**config.mk**
```make
export PLATFORM = sky130hd
export DESIGN_NAME = frac_clk_gen
export DESIGN_NICKNAME = d
export VERILOG_FILES = /design/src/rtl/frac_clk_gen.sv
export SDC_FILE = /design/constraint.sdc
export NUM_CORES = 1
export LEC_CHECK = 0
export CORE_MARGIN = 8
export CORE_UTILIZATION = 55
export CTS_CLUSTER_DIAMETER = 30
export DETAILED_ROUTE_END_ITERATION = 10
export PLACE_DENSITY = 0.73
export SLEW_MARGIN = 20
export SYNTH_ARGS = -nofsm -noshare
export SYNTH_HDL_FRONTEND = slang
export SYNTH_SLANG_ARGS = --single-unit
```
**constraint.sdc**
```tcl
create_clock -name clk -period 12.5 [get_ports clk]
set_input_delay 2.5 -clock clk [delete_from_list [all_inputs] [get_ports clk]]
set_output_delay 2.5 -clock clk [all_outputs]
set_load 0.005 [all_outputs]
```
**src/rtl/frac_clk_gen.sv**
```systemverilog
// Multi-channel fractional-N rate generator: per channel, a phase accumulator
// emits single-cycle ticks at an exact average rate plus a square output toggled per tick.
module frac_clk_gen #(
  parameter int                            CHANNELS    = 2,
  parameter int                            ACC_WIDTH   = 32,
  parameter longint unsigned               CLK_RATE    = 24000000,
  parameter logic [CHANNELS*ACC_WIDTH-1:0] RESET_RATES = {32'd300, 32'd1200},
  localparam int                           SEL_W       = (CHANNELS > 1) ? $clog2(CHANNELS) : 1
) (
  input  logic                 clk,
  input  logic                 rst_n,
  input  logic [CHANNELS-1:0]  en,
  input  logic                 sync,
  input  logic                 wr_en,
  input  logic [SEL_W-1:0]     wr_sel,
  input  logic [ACC_WIDTH-1:0] wr_rate,
  output logic [CHANNELS-1:0]  tick,
  output logic [CHANNELS-1:0]  sq
);

  localparam logic [ACC_WIDTH:0] CLK_W = (ACC_WIDTH+1)'(CLK_RATE);

  // Rates above the clock rate would break the acc < CLK_RATE invariant, so they
  // are limited on the way into the rate register.
  function automatic logic [ACC_WIDTH-1:0] clamp_rate(input logic [ACC_WIDTH-1:0] r);
    if ({1'b0, r} > CLK_W) begin
      return CLK_W[ACC_WIDTH-1:0];
    end
    return r;
  endfunction

  for (genvar i = 0; i < CHANNELS; i++) begin : g_ch
    logic [ACC_WIDTH-1:0] acc_d, acc_q;
    logic [ACC_WIDTH-1:0] rate_d, rate_q;
    logic                 tick_d, tick_q;
    logic                 sq_d, sq_q;
    logic [ACC_WIDTH:0]   sum;

    always_comb begin
      rate_d = rate_q;
      if (wr_en && (wr_sel == SEL_W'(i))) begin
        rate_d = clamp_rate(wr_rate);
      end

      sum    = {1'b0, acc_q} + {1'b0, rate_q};
      acc_d  = acc_q;
      tick_d = 1'b0;
      sq_d   = sq_q;
      if (sync) begin
        acc_d = '0;
        sq_d  = 1'b0;
      end else if (en[i]) begin
        if (sum >= CLK_W) begin
          acc_d  = ACC_WIDTH'(sum - CLK_W);
          tick_d = 1'b1;
          sq_d   = ~sq_q;
        end else begin
          acc_d = sum[ACC_WIDTH-1:0];
        end
      end
    end

    always_ff @(posedge clk or negedge rst_n) begin
      if (!rst_n) begin
        acc_q  <= '0;
        rate_q <= clamp_rate(RESET_RATES[i*ACC_WIDTH +: ACC_WIDTH]);
        tick_q <= 1'b0;
        sq_q   <= 1'b0;
      end else begin
        acc_q  <= acc_d;
        rate_q <= rate_d;
        tick_q <= tick_d;
        sq_q   <= sq_d;
      end
    end

    assign tick[i] = tick_q;
    assign sq[i]   = sq_q;
  end

endmodule

```
==> results of run 1 <==
[through the flow]
stage	hold WS [ps]	util, %	area [um2]	instances
2_1_floorplan	453.8	-	10560	1264
3_3_place_gp	473.4	58.26	10930	1480
3_5_place_dp	477.8	58.26	10930	1480
4_1_cts	491.8	61.62	11560	1512
5_1_grt	506.5	61.62	11560	1512
6_report	486.4	61.62	11560	1512
[worst max-delay path by stage]
stage / to / depth (start not counted) / from / slack, ps
6_report: g_ch[0].acc_q[27]$_DFFE_PN0P_ / 15 / g_ch[0].rate_q[0]$_DFFE_PN0P_ / 7620
5_1_grt: g_ch[0].acc_q[28]$_DFFE_PN0P_ / 15 / g_ch[0].rate_q[0]$_DFFE_PN0P_ / 7260
4_1_cts: g_ch[0].acc_q[10]$_DFFE_PN0P_ / 15 / g_ch[0].rate_q[0]$_DFFE_PN0P_ / 7710
3_5_place_dp: g_ch[0].rate_q[2]$_DFFE_PN0P_ / 7 / wr_rate[23] / 7450
3_3_place_gp: g_ch[0].rate_q[1]$_DFFE_PN0P_ / 7 / wr_rate[23] / 7530
2_1_floorplan: g_ch[0].rate_q[5]$_DFFE_PN1P_ / 8 / wr_rate[23] / 8170
[sequential cells by signal, indices dropped and copies added (netlist names)]
signal,cells
g_ch.acc_q,64
g_ch.rate_q,64
g_ch.sq_q,2
g_ch.tick_q,2
[cell type report]
cell class	instances	area, um2
tap	234	292.8
timing repair buffer	50	471.7
inverter	13	48.80
clock buffer	18	429.2
sequential	132	3313
clock inverter	14	201.4
multi-input combinational	1051	6808
fill	1663	7203
[cell usage after synthesis, types with 12 or more instances]
library cell	n
o31ai_1	12
clkbuf_1	39
nand3_1	27
nor3_1	27
a311oi_1	12
nor2_1	135
a21o_1	25
mux2i_1	20
dfrtp_1	124
a211oi_1	31
or3_1	16
ha_1	66
inv_1	12
a21oi_1	86
o21a_1	12
o21ai_0	105
nand2b_1	12
and3_1	12
nor4_1	12
nand2_1	144
nand4_1	23
xnor2_1	46
and2_1	28
xor2_1	26
[where the power goes]
group | switching (mW) | internal [mW] | total [mW]
Clock | 0.206 | 0.336 | 0.542
Sequential | 0.0465 | 0.495 | 0.541
Combinational | 0.810 | 0.501 | 1.31
[worst register-to-register path, delay by kind of cell (launching register included)]
kind / cells / cell delay (ps)
AO/OA/AOI/OAI: 7 / 2420
adder cells (fa/ha/maj): 3 / 830
AND/OR/NAND/NOR: 2 / 550
flip-flops: 1 / 410
buffers and inverters: 2 / 340
XOR/XNOR: 1 / 230
[cell families after synthesis]
logic type | Yosys count
AND/OR/NAND/NOR | 485
multiplexers | 22
AO/OA/AOI/OAI | 403
flip-flops | 132
adder cells (fa/ha/maj) | 68
buffers and inverters | 81
XOR/XNOR | 73
[cells in the final DEF, fill, tap and decap left out, types with 7 or more instances in the layout]
cell	netlist	final
a211o_1	9	9
a211oi_1	31	31
a21o_1	25	25
a21oi_1	86	86
a22o_1	7	7
a311oi_1	12	12
a31oi_1	9	9
and2_1	28	28
and3_1	12	12
buf_4	7	8
clkbuf_16	0	17
clkdlybuf4s50_1	0	39
dfrtp_1	124	124
dfstp_2	8	8
ha_1	66	66
inv_1	12	12
mux2i_1	20	20
nand2_1	144	144
nand2b_1	12	11
nand3_1	27	27
nand4_1	23	23
nor2_1	135	135
nor3_1	27	27
nor4_1	12	12
o211ai_1	9	9
o21a_1	12	12
o21ai_0	105	105
o21ai_1	7	7
o31ai_1	12	12
or3_1	16	16
or4_1	9	9
xnor2_1	46	46
xor2_1	26	26
[metal layers]
| metal | global-route usage, % | wire length, um |
|---|---|---|
| met1 | 33.68 | 13350 |
| met5 | 0 | 0 |
| met2 | 36.20 | 12230 |
| met3 | 5.183 | 1840 |
| met4 | 8.119 | 710 |
==> summary.md, run 1 <==
| Metric | Value |
|---|---|
| Number of synthesized flops with an enable pin | `0` |
| VDD IR max | `0.0001107 V` |
| Maximum fanout along the worst path | `9` |
| Synth Area in Compound Gates | `25.58%` |
| P&R area growth vs syn | `9.475%` |
| Vias in the first global route | `8981` |
| Hold Path End | `g_ch[0].rate_q[21]$_DFFE_PN0P_` |
| Clock Sinks | `132` |
| Maximum buffer depth of the clock tree | `2` |
| DRC | `0` |
| Core Rows | `50` |
| Mapped Area | `10560 um2` |
| Pre-CTS WS | `7450 ps` |
| Pwr Density | `207.0 nW/um2` |
| Worst EP arrival | `5240 ps` |
| TritonRoute pass-1 iters | `5` |
| Post-Synth XOR/XNOR Area | `6.123%` |
| Avg Cell Area, Syn | `8.358 um2` |
| Post-route ant nets | `0` |
| TritonCTS clock tree | `done` |
| Fin crit period | `4875 ps` |
| Layout cell share with drive strength beyond 1 | `6.729%` |
| First-pass GRT wire length | `46590 um` |
| Max-Cap Viols | `0` |
| Mapped Nets | `1371` |
| H-tree depth reported by CTS | `4` |
| Leakage | `5.100 nW` |
| Leading post-synthesis cells by cell area | `dfrtp_1 29%, ha_1 7.8%, nand2_1 5.1%` |
| Starting DRT DRC Count | `721` |
| Post-layout nets | `1372` |
| Main combinational cell family by area after synthesis | `compound AO/OA/AOI/OAI gates` |
| Worst R2R Start | `g_ch[0].rate_q[0]$_DFFE_PN0P_` |
| Least-Margin Pin Slew | `994.4 ps` |
| Grt ovf | `0` |
| Fmax | `0.2051 GHz` |
| R2R Path End | `g_ch[0].acc_q[27]$_DFFE_PN0P_` |
| Flop2flop setup slack | `7620 ps` |
| Worst path max stage delay | `600 ps` |
| Distinct cells, synth | `95` |
| GPL Wtd Cong | `0.9544` |
| Slowest library cell on the worst path | `o311ai_1` |
| Multiplexer share of the synthesized area | `2.108%` |
| Depth of the worst register-to-register path | `15` |
| Worst-Skew Late Latency | `430 ps` |
| Cts hold-fix bufs | `0` |
| Core ar. | `18770 um2` |
| Sequential fraction of the synthesis area | `31.36%` |
| Vias per inst | `6.349` |
| Top FF cell, synth | `dfrtp_1` |
| Clock root buffer master | `clkbuf_16` |
| Die W | `154.6 um` |
| Fin Clk Skew | `11.07 ps` |
| Tcrit/Tclk final | `39.00%` |
| Total power | `2.394 mW` |
| Critical-path cell list | `ha_1, fa_1, a211oi_1, o21bai_1, a211oi_1, xnor2_1, ha_1, inv_1, a211oi_1, o22ai_1, o311ai_1, buf_4, nor2_1, nor2_1, a22o_1` |
| Status | `finished, final reports clean` |
| Startpoint types | `register` |
| Setup TNS after final layout | `0 ps` |
| Post-synthesis async set-or-reset flop share | `100.0%` |
| Initial Util | `56.29%` |
| Flops & latches, synth | `132` |
| Area leader, netlist | `dfrtp_1` |
| DP HPWL | `21200 um` |
| I/O Pins | `43` |
| Adder-cell area share of the yosys netlist | `8.196%` |
| Kind of critical path | `reg -> reg` |
| Final setup margin | `7625 ps` |
| Largest net degree at the start of global routing | `78` |
| Post-Syn Instances | `1264` |
| Rel. slew slack | `33.71%` |
| RSZ-0062 raised after global routing | `false` |
| WL per Instance | `18.61 um` |
| Worst Setup End Kind | `register` |
| Hold Path Stages | `2` |
| Buffers on Ports | `42` |
| # diodes | `0` |
| Die H | `154.6 um` |
| Hold Crit Start | `g_ch[0].rate_q[21]$_DFFE_PN0P_` |
| Total CTS buffers | `17` |
| Max-slew violations | `0` |
| Post-CTS Setup Repair Bufs | `0` |
| Most common cell type on the critical path | `a211oi_1` |
| Vias | `9600` |
| Fin. Hold Viols | `0` |
| Die area | `23900 um2` |
| Final wirelength | `28130 um` |
| Share of the synthesized area in the top cell type | `29.37%` |
| CTS resizes | `0` |
| HP Class | `reg -> reg` |
| Crit path buffers/inverters | `2` |
| Post-synthesis simple-gate area fraction | `22.41%` |
| Initial antenna violation count | `0` |
| Crit path max-delay family | `compound AO/OA/AOI/OAI gates` |
| Final Setup Violations | `0` |
| GRT Total Usage | `24.08%` |
| Clk slew on worst S/H paths | `60 ps` |
| Synthesis Warnings | `0` |
| Req. time, crit path | `12860 ps` |
No activity file was read; power rests on OpenSTA's default activity.
==> run 2: changes to the inputs <==
PLACE_DENSITY = 0.76   (was 0.73)
clock period = 4 ns   (was 12.5 ns; I/O delays follow)
==> summary.md, run 2 (synthesized netlist as in run 1, its figures left out) <==
| Metric | Value |
|---|---|
| Initial Util | `56.29% (unchanged)` |
| Vias in the first global route | `9590 (+6.8%)` |
| Post-route ant nets | `0 (unchanged)` |
| Vias | `10150 (+5.7%)` |
| Worst path max stage delay | `480 ps (-120 ps)` |
| Fin crit period | `4091 ps (-784.1 ps)` |
| Net Sw Frac | `43.82% (-0.55 points)` |
| Clock root buffer master | `clkbuf_16` |
| Post-layout nets | `1474 (+7.4%)` |
| TritonCTS clock tree | `done` |
| Largest registers | `g_ch.acc_q (64), g_ch.rate_q (64)` |
| Max-Cap Viols | `0 (unchanged)` |
| Layout cell share with drive strength beyond 1 | `18.99% (+12 points)` |
| P&R area growth vs syn | `21.27%` |
| Post-DP Area | `11570 um2 (+5.9%)` |
| HP Class | `in -> async` |
| Area occupied by multi-input gates | `7298 um2 (+7.2%)` |
| Startpoint types | `register` |
| Maximum fanout along the worst path | `6 (-3)` |
| Filler cell count | `1512 (-9.1%)` |
| Failing checks | `negative setup slack` |
| I/O Pins | `43 (unchanged)` |
| Kind of critical path | `reg -> reg` |
| Fin. Hold Viols | `0 (unchanged)` |
| GRT Total Usage | `25.04% (+0.95 points)` |
| Final setup margin | `-90.94 ps (-7716 ps)` |
| Switching pwr | `3.791 mW (+260%)` |
| Status | `finished, violations left` |
| Flop pwr share | `19.8% (-2.8 points)` |
| Max-slew violations | `0 (unchanged)` |
| Fin Clk Skew | `7.450 ps (-3.621 ps)` |
| Worst R2R Start | `g_ch[1].acc_q[0]$_DFFE_PN0P_` |
| Worst-Skew Late Latency | `430 ps (about the same)` |
| DP HPWL | `22530 um (+6.2%)` |
| # diodes | `0 (unchanged)` |
| Worst EP arrival | `4420 ps (-820 ps)` |
| Grt ovf | `0 (unchanged)` |
| Core Rows | `50 (unchanged)` |
| Total CTS buffers | `17 (unchanged)` |
| Most common cell type on the critical path | `o31a_2` |
| Die H | `154.6 um (unchanged)` |
| P_int | `4.860 mW (+260%)` |
| Clk pwr share | `18.4% (-4.2 points)` |
| Vias per inst | `6.286 (-0.99%)` |
| Commonest non-fill, non-tap cell in the layout | `nand2_1` |
| Crit path launch | `g_ch[1].acc_q[0]$_DFFE_PN0P_` |
| Reg area | `3313 um2 (unchanged)` |
| Combinational share of power | `61.9% (+7.1 points)` |
| WL per Instance | `19.28 um (+3.6%)` |
| Tcrit/Tclk final | `102.3% (+63 points)` |
| TritonRoute pass-1 iters | `7 (+2)` |
| Initial antenna violation count | `0 (unchanged)` |
| Clock Sinks | `132 (unchanged)` |
| Total power | `8.651 mW (+260%)` |
| Largest net degree at the start of global routing | `92 (+18%)` |
| Die area | `23900 um2 (unchanged)` |
| DRC | `0 (unchanged)` |
| Final wirelength | `31120 um (+11%)` |
| Rel. slew slack | `36.33% (+2.6 points)` |
| Buffers on Ports | `42 (unchanged)` |
| First-pass GRT wire length | `48590 um (+4.3%)` |
| Slowest library cell on the worst path | `or4_1` |
| Leakage | `5.697 nW (+12%)` |
| Core ar. | `18770 um2 (unchanged)` |
| Most frequent cells in the layout | `142 x nand2_1, 134 x nor2_1, 124 x dfrtp_1` |
| Design area | `12810 um2 (+11%)` |
| Req. time, crit path | `4330 ps (-8530 ps)` |
| VDD IR max | `0.0004068 V (+270%)` |
| GPL Wtd Cong | `0.9484 (-0.63%)` |
| Fmax | `0.2444 GHz (+19%)` |
| Placed insts | `1563 (+5.6%)` |
| Finished Layout Cells | `1614 (+6.7%)` |
| Starting DRT DRC Count | `733 (+1.7%)` |
| Cts hold-fix bufs | `0 (unchanged)` |
| Critical-path cell list | `ha_2, fa_2, a211oi_4, o21ai_4, a221oi_4, o21bai_1, xor2_1, nand3_1, o31a_2, o31a_2, and3_4, or4_1, a311oi_2` |
| RSZ-0062 raised after global routing | `true` |
| Worst Setup End Kind | `register` |
| Die W | `154.6 um (unchanged)` |
| Clk slew on worst S/H paths | `60 ps (about the same)` |
| H-tree depth reported by CTS | `4 (unchanged)` |
| Final Setup Violations | `6 (+6)` |
| Maximum buffer depth of the clock tree | `2 (unchanged)` |
| Pwr Density | `675.2 nW/um2 (+230%)` |
| Least-Margin Pin Slew | `955.0 ps (-39.39 ps)` |
[run 2: repair_timing]
item | CTS | global route
gates resized for setup | 21 | 88
pin swaps | 13 | 37
endpoints found under the hold margin | 0 | 0
endpoints found under the setup margin | 37 | 49
setup buffers | 3 | 13
gates cloned | 2 | 1
[run 2: per-layer routing]
metal / share of wire [%] / up-vias / GRT usage, %
li1: - / 4883 / -
met1: 45 / 4843 / 33.21
met2: 46 / 364 / 40.14
met3: 6.9 / 56 / 5.991
met4: 2.4 / 0 / 6.720
met5: 0 / - / 0
[run 2: power groups by stage]
stage                     Combinational [mW]  Sequential (mW)  Clock (mW)
after detailed placement                4.59             1.72           0
after floorplan                         3.23             1.66           0
after global placement                  4.52             1.72           0
after CTS                               4.74             1.70        1.61
final                                   5.35             1.71        1.59
after global routing                    5.78             1.72        1.66
[run 2: cell type report]
class,count,area share (%)
multi-input combinational,1052,56.97
sequential,132,25.86
timing repair buffer,151,9.903
clock buffer,18,3.428
tap,234,2.285
clock inverter,14,1.172
inverter,13,0.3809
[run 2: through the flow]
step,hold slack [ps],util [%],setup slack (ps),TNS [ps]
detailed placement,476.4,61.67,-199.5,-2598
finish,412.2,68.26,-90.94,-391.0
global route,501.4,68.26,-208.2,-2351
floorplan,453.8,-,4.699,0
CTS,492.0,65.51,-47.88,-218.2
global placement,471.7,61.67,-105.7,-1139
[run 2: critical path: cells and delay by family, from the launching register on]
| kind | cells | cell delay (ps) |
|---|---|---|
| compound gates | 7 | 2000 |
| xor+xnor | 1 | 190 |
| fa+ha+maj | 2 | 590 |
| flops | 1 | 390 |
| simple gates | 3 | 830 |
[run 2: path summary, 6_finish.rpt]
kind	cells past startpoint	slack (ps)	end
min reg2reg	2	490	g_ch[1].rate_q[2]$_DFFE_PN1P_
max in group asynchronous	2	2690	g_ch[0].rate_q[4]$_DFFE_PN1P_
min in group clk	2	490	g_ch[1].rate_q[2]$_DFFE_PN1P_
min	1	410	g_ch[1].rate_q[28]$_DFFE_PN0P_
max reg2reg	13	-90	g_ch[1].acc_q[22]$_DFFE_PN0P_
max	13	-90	g_ch[1].acc_q[22]$_DFFE_PN0P_
